--- src/rtl/pulse_period_detector.sv ---
`default_nettype none
// +-----------------------------------------------------------------------+
// | pulse_period_detector                                                 |
// | Measures period/high time of a clk-synchronous pulse stream and locks |
// | Rev 1.0                                                               |
// +-----------------------------------------------------------------------+
module pulse_period_detector #(
   parameter int CNT_W      = 8,
   parameter int LOCK_COUNT = 3
) (
   input  logic             clk,
   input  logic             reset,
   input  logic             din,
   output logic [CNT_W-1:0] period,
   output logic [CNT_W-1:0] high_len,
   output logic             period_valid,
   output logic             locked,
   output logic             err,
   output logic             timeout
);

   localparam int               MC_W      = $clog2(LOCK_COUNT + 1);
   localparam logic [CNT_W-1:0] c_CNT_MAX = '1;
   localparam logic [CNT_W-1:0] c_CNT_ONE = CNT_W'(1);
   localparam logic [MC_W-1:0]  c_LOCK    = MC_W'(LOCK_COUNT);
   localparam logic [MC_W-1:0]  c_MC_ONE  = MC_W'(1);

   typedef enum logic [1:0] {
      ST_IDLE    = 2'd0,
      ST_MEASURE = 2'd1,
      ST_LOCKED  = 2'd2
   } state_t;

   state_t           r_state, w_state_nxt;
   logic             r_din_q;
   logic [CNT_W-1:0] r_cnt, r_hcnt, w_cnt_nxt, w_hcnt_nxt;
   logic [MC_W-1:0]  r_match_cnt, w_match_cnt_nxt;
   logic [CNT_W-1:0] r_period, r_high_len, w_period_nxt, w_high_len_nxt;
   logic             r_period_valid, r_locked, r_err, r_timeout;
   logic             w_period_valid_nxt, w_locked_nxt, w_err_nxt, w_timeout_nxt;
   logic             w_rise, w_match;

   always_comb begin
      w_rise = din & ~r_din_q;

      // Counters run in every state; only MEASURE/LOCKED interpret them.
      if (w_rise)
         w_cnt_nxt = c_CNT_ONE;
      else if (r_cnt == c_CNT_MAX)
         w_cnt_nxt = r_cnt;
      else
         w_cnt_nxt = r_cnt + c_CNT_ONE;

      if (w_rise)
         w_hcnt_nxt = c_CNT_ONE;
      else if (din && (r_hcnt != c_CNT_MAX))
         w_hcnt_nxt = r_hcnt + c_CNT_ONE;
      else
         w_hcnt_nxt = r_hcnt;

      w_match = (r_cnt == r_period) && (r_hcnt == r_high_len);
   end

   always_comb begin
      w_state_nxt        = r_state;
      w_match_cnt_nxt    = r_match_cnt;
      w_period_nxt       = r_period;
      w_high_len_nxt     = r_high_len;
      w_period_valid_nxt = 1'b0;
      w_err_nxt          = 1'b0;
      w_timeout_nxt      = 1'b0;

      case (r_state)
         ST_IDLE: begin
            if (w_rise)
               w_state_nxt = ST_MEASURE;
         end
         ST_MEASURE, ST_LOCKED: begin
            if (w_rise) begin
               w_period_nxt       = r_cnt;
               w_high_len_nxt     = r_hcnt;
               w_period_valid_nxt = 1'b1;
               // A zero match count marks the first measurement after IDLE.
               if (r_match_cnt == '0)
                  w_match_cnt_nxt = c_MC_ONE;
               else if (w_match)
                  w_match_cnt_nxt = (r_match_cnt == c_LOCK) ? c_LOCK : r_match_cnt + c_MC_ONE;
               else begin
                  w_match_cnt_nxt = c_MC_ONE;
                  w_err_nxt       = (r_state == ST_LOCKED);
               end
               w_state_nxt = (w_match_cnt_nxt == c_LOCK) ? ST_LOCKED : ST_MEASURE;
            end else if (r_cnt == c_CNT_MAX) begin
               w_timeout_nxt   = 1'b1;
               w_err_nxt       = (r_state == ST_LOCKED);
               w_match_cnt_nxt = '0;
               w_state_nxt     = ST_IDLE;
            end
         end
         default: w_state_nxt = ST_IDLE;
      endcase

      w_locked_nxt = (w_state_nxt == ST_LOCKED);
   end

   always_ff @(posedge clk or posedge reset) begin
      if (reset) begin
         r_state        <= ST_IDLE;
         r_din_q        <= 1'b0;
         r_cnt          <= '0;
         r_hcnt         <= '0;
         r_match_cnt    <= '0;
         r_period       <= '0;
         r_high_len     <= '0;
         r_period_valid <= 1'b0;
         r_locked       <= 1'b0;
         r_err          <= 1'b0;
         r_timeout      <= 1'b0;
      end else begin
         r_state        <= w_state_nxt;
         r_din_q        <= din;
         r_cnt          <= w_cnt_nxt;
         r_hcnt         <= w_hcnt_nxt;
         r_match_cnt    <= w_match_cnt_nxt;
         r_period       <= w_period_nxt;
         r_high_len     <= w_high_len_nxt;
         r_period_valid <= w_period_valid_nxt;
         r_locked       <= w_locked_nxt;
         r_err          <= w_err_nxt;
         r_timeout      <= w_timeout_nxt;
      end
   end

   assign period       = r_period;
   assign high_len     = r_high_len;
   assign period_valid = r_period_valid;
   assign locked       = r_locked;
   assign err          = r_err;
   assign timeout      = r_timeout;

endmodule
`default_nettype wire
--- config.mk ---
export PLATFORM = sky130hd
export DESIGN_NAME = pulse_period_detector
export DESIGN_NICKNAME = d
export VERILOG_FILES = /design/src/rtl/pulse_period_detector.sv
export SDC_FILE = /design/constraint.sdc
export NUM_CORES = 1
export LEC_CHECK = 0
export ABC_AREA = 1
export ABC_CLOCK_PERIOD_IN_PS = 2050
export BUFFER_PORTS_ARGS = -buffer_cell sky130_fd_sc_hd__buf_4
export CAP_MARGIN = 20
export CORE_MARGIN = 4
export CORE_UTILIZATION = 48
export DETAILED_ROUTE_END_ITERATION = 16
export PLACE_DENSITY_LB_ADDON = 0.12
export REMOVE_ABC_BUFFERS = 1
export SLEW_MARGIN = 40
export SYNTH_ARGS = -nofsm -noshare
export SYNTH_HDL_FRONTEND = slang
export SYNTH_SLANG_ARGS = --single-unit
--- constraint.sdc ---
create_clock -name clk -period 2.05 [get_ports clk]
set_clock_uncertainty 0.15 [all_clocks]
set_input_delay 0.1025 -clock clk [delete_from_list [all_inputs] [get_ports clk]]
set_output_delay 0.1025 -clock clk [all_outputs]
set_load 0.05 [all_outputs]
==> impl_metrics.py <==
metrics = {
    "critical_path": {
        "worst_setup_path_end_kind": "register",
        "worstPathRequired_ns": 2.08,
        "ff2ff_path_depth": 9,
        "worstReg2RegEnd": "r_hcnt[5]$_DFFE_PP0P_",
        "reg2reg_from": "r_hcnt[0]$_DFFE_PP0P_",
        "crit_fanout": 4,
        "ff2ff_setup_slack_ns": 0.20,
        "timing_worst_setup_path_type": "register to register",
        "start_kind": "register",
        "crit_start": "r_hcnt[0]$_DFFE_PP0P_",
        "crit_arrival_ns": 1.88,
    },
    "yosys": {
        "ys_ff_latch": 41,
        "syn_area_um2": 2140,
        "ys_warn_count": 0,
        "avgSynthCellArea_um2": 7.70,
        "synth_cell_types": 31,
        "ys_async_sr_fraction": 1.00,
        "synth-edff-count": 0,
        "ys.flop_type": "dfrtp_1",
        "seq_area_frac_synth": 0.479,
        "synth_cells": 278,
    },
    "grt": {
        "grt_max_degree": 42,
        "grt_first_pass_wirelength_mm": 7.04,
        "overflow": 0,
        "grt_usage": 0.164,
        "first_global_vias": 1616,
        "antenna_found_initial": 0,
    },
    "cts": {
        "cts_resized": 0,
        "cts_buffer_depth": 2,
        "root_buffer": "clkbuf_8",
        "cts_inserted_buffers": 5,
        "clk_pin_slew_ns": 0.08,
        "htreeDepth": 2,
        "clk_latency_ns": 0.29,
        "cts_tree": "yes",
        "cts_sinks": 41,
    },
    "detailed_routing": {
        "antenna_left": 0,
        "drc": 0,
        "routedWlPerCell_um": 11.5,
        "drtIter0Drc": 57,
        "vias": 1823,
        "avgViaCountPerCell": 5.02,
        "drtPass1Iterations": 4,
        "drt-total-wl_mm": 4.17,
    },
    "flow_run": {
        "drv_cap": 0,
    },
    "sta": {
        "finalHoldViolCount": 0,
        "relSlewSlack": 0.656,
        "slew_violations": 0,
        "rsz0062_at_grt": "no",
        "fin_hold_ws_ns": 0.319,
        "max_freq_mhz": 540,
        "setup_violations": 0,
        "tightest_slew_ns": 0.516,
        "setup_tns_ns": 0,
        "period_share": 0.903,
        "period_minus_slack_ns": 1.85,
    },
    "place": {
        "hpwl_mm": 3.01,
        "finalWeightedCongestion": 0.872,
        "numPortBuffers": 22,
    },
    "layout": {
        "mostFrequentLayoutCells": "82 x nand2_1, 41 x dfrtp_1, 32 x inv_1",
        "final_nets": 318,
        "area_growth_pct": 18.0,
        "drive_gt1_frac": 0.215,
        "n_antenna_cell": 0,
        "final_common_cell": "nand2_1",
    },
    "hold_path": {
        "holdPathStages": 2,
        "min_path_type": "input pin to register",
        "min_to": "r_din_q$_DFF_PP0_",
        "hold_start": "din",
    },
    "floorplanning": {
        "dieArea_um2": 5590,
        "core-area_um2": 4320,
        "die-width_um": 74.8,
        "start_util": 0.495,
        "rows": 24,
        "dieHeight_um": 74.8,
        "ioPinCount": 23,
    },
    "power": {
        "peakVddDrop_v": 0.000594,
        "leakage_uw": 0.00129,
        "power.density_nw_per_um2": 1260,
    },
    "outcome": {
        "status": "finished, final reports clean",
    },
}
==> layer usage <==
| metal | track usage | vias to the layer above | part of all wire |
|---|---|---|---|
| li1 | - | 943 | - |
| met1 | 0.212 | 836 | 0.48 |
| met2 | 0.266 | 36 | 0.46 |
| met3 | 0.0401 | 8 | 0.040 |
| met4 | 0.0632 | 0 | 0.018 |
| met5 | 0 | - | 0 |
==> how the worst max path moves through the flow <==
stage / endpoint / slack (ns) / cells after the start
floorplan: r_match_cnt[1]$_DFFE_PP0P_ / 0.1 / 6
global placement: r_hcnt[5]$_DFFE_PP0P_ / 0.31 / 9
detailed placement: r_hcnt[5]$_DFFE_PP0P_ / 0.18 / 9
CTS: r_hcnt[5]$_DFFE_PP0P_ / 0.19 / 9
global route: r_hcnt[5]$_DFFE_PP0P_ / 0.007 / 9
finish: r_hcnt[5]$_DFFE_PP0P_ / 0.20 / 9
==> cells in the mapped netlist (2+ instances only) <==
cell,instances,share of area
a31oi_1,2,0.0058
nor2_1,14,0.025
nand3_1,8,0.019
o21ai_0,29,0.068
nand2_1,82,0.14
nor3_1,5,0.012
o21ai_1,4,0.0094
nand2_2,5,0.015
inv_2,17,0.030
dfrtp_1,41,0.48
buf_2,3,0.0070
nor2_2,4,0.012
ha_1,5,0.029
inv_1,32,0.056
a21oi_1,11,0.026
==> stage by stage <==
stage                     cell area, um2  worst slack [ns]   util  std cells  power, uW
final                               2530             0.199  0.584        363       3180
after global routing                2530           0.00699  0.584        363       3390
after CTS                           2520             0.195  0.582        362       3210
after detailed placement            2380             0.178  0.551        352       2520
after global placement              2380             0.306  0.551        352       2520
after floorplan                     2120            0.0973      -        274       2160
==> sequential cells by signal, indices dropped and copies added, names as in the netlist <==
signal        count
high_len          8
period            8
r_cnt             8
r_hcnt            8
r_match_cnt       2
r_state           2
err               1
locked            1
period_valid      1
r_din_q           1
timeout           1
==> worst max-delay path, cell delays in order (launching register included) <==
cell and delay [ns]:
dfrtp_1 0.42, ha_1 0.23, nand3_1 0.08, nor2_1 0.06, a31oi_2 0.21, nand2_1 0.11
nor2_1 0.14, nand2_1 0.11, o21ai_1 0.17, a21oi_1 0.06
==> where the power goes <==
part | total (uW) | internal, uW | leakage (uW) | switching [uW]
combinational | 1330 | 427 | 0.000689 | 902
sequential | 1170 | 1000 | 0.000544 | 171
clock | 678 | 397 | 0.0000585 | 281
==> cell type report <==
cell class                      instances  area, um2
Clock inverter                          1       30.0
Sequential cell                        41       1030
Timing Repair Buffer                   29        223
Multi-Input combinational cell        184        912
Fill cell                             420       1800
Tap cell                               52       65.1
Clock buffer                            7       86.3
Inverter                               49        184
==> what timing repair did <==
item,CTS,global route
hold buffers,2,0
setup buffers,0,1
hold endpoints to repair,42,0
setup endpoints to repair,0,1
==> cells by family (layout without fill, tap and decap cells) <==
| kind of cell | Yosys count | count (layout) | synth area share |
|---|---|---|---|
| compound gates | 52 | 52 | 0.132 |
| xor+xnor | 1 | 1 | 0.00409 |
| simple gates | 126 | 126 | 0.261 |
| fa+ha+maj | 5 | 5 | 0.0292 |
| flops | 41 | 41 | 0.479 |
| buf+inv | 53 | 86 | 0.0947 |
No activity file was read; power rests on OpenSTA's default activity.
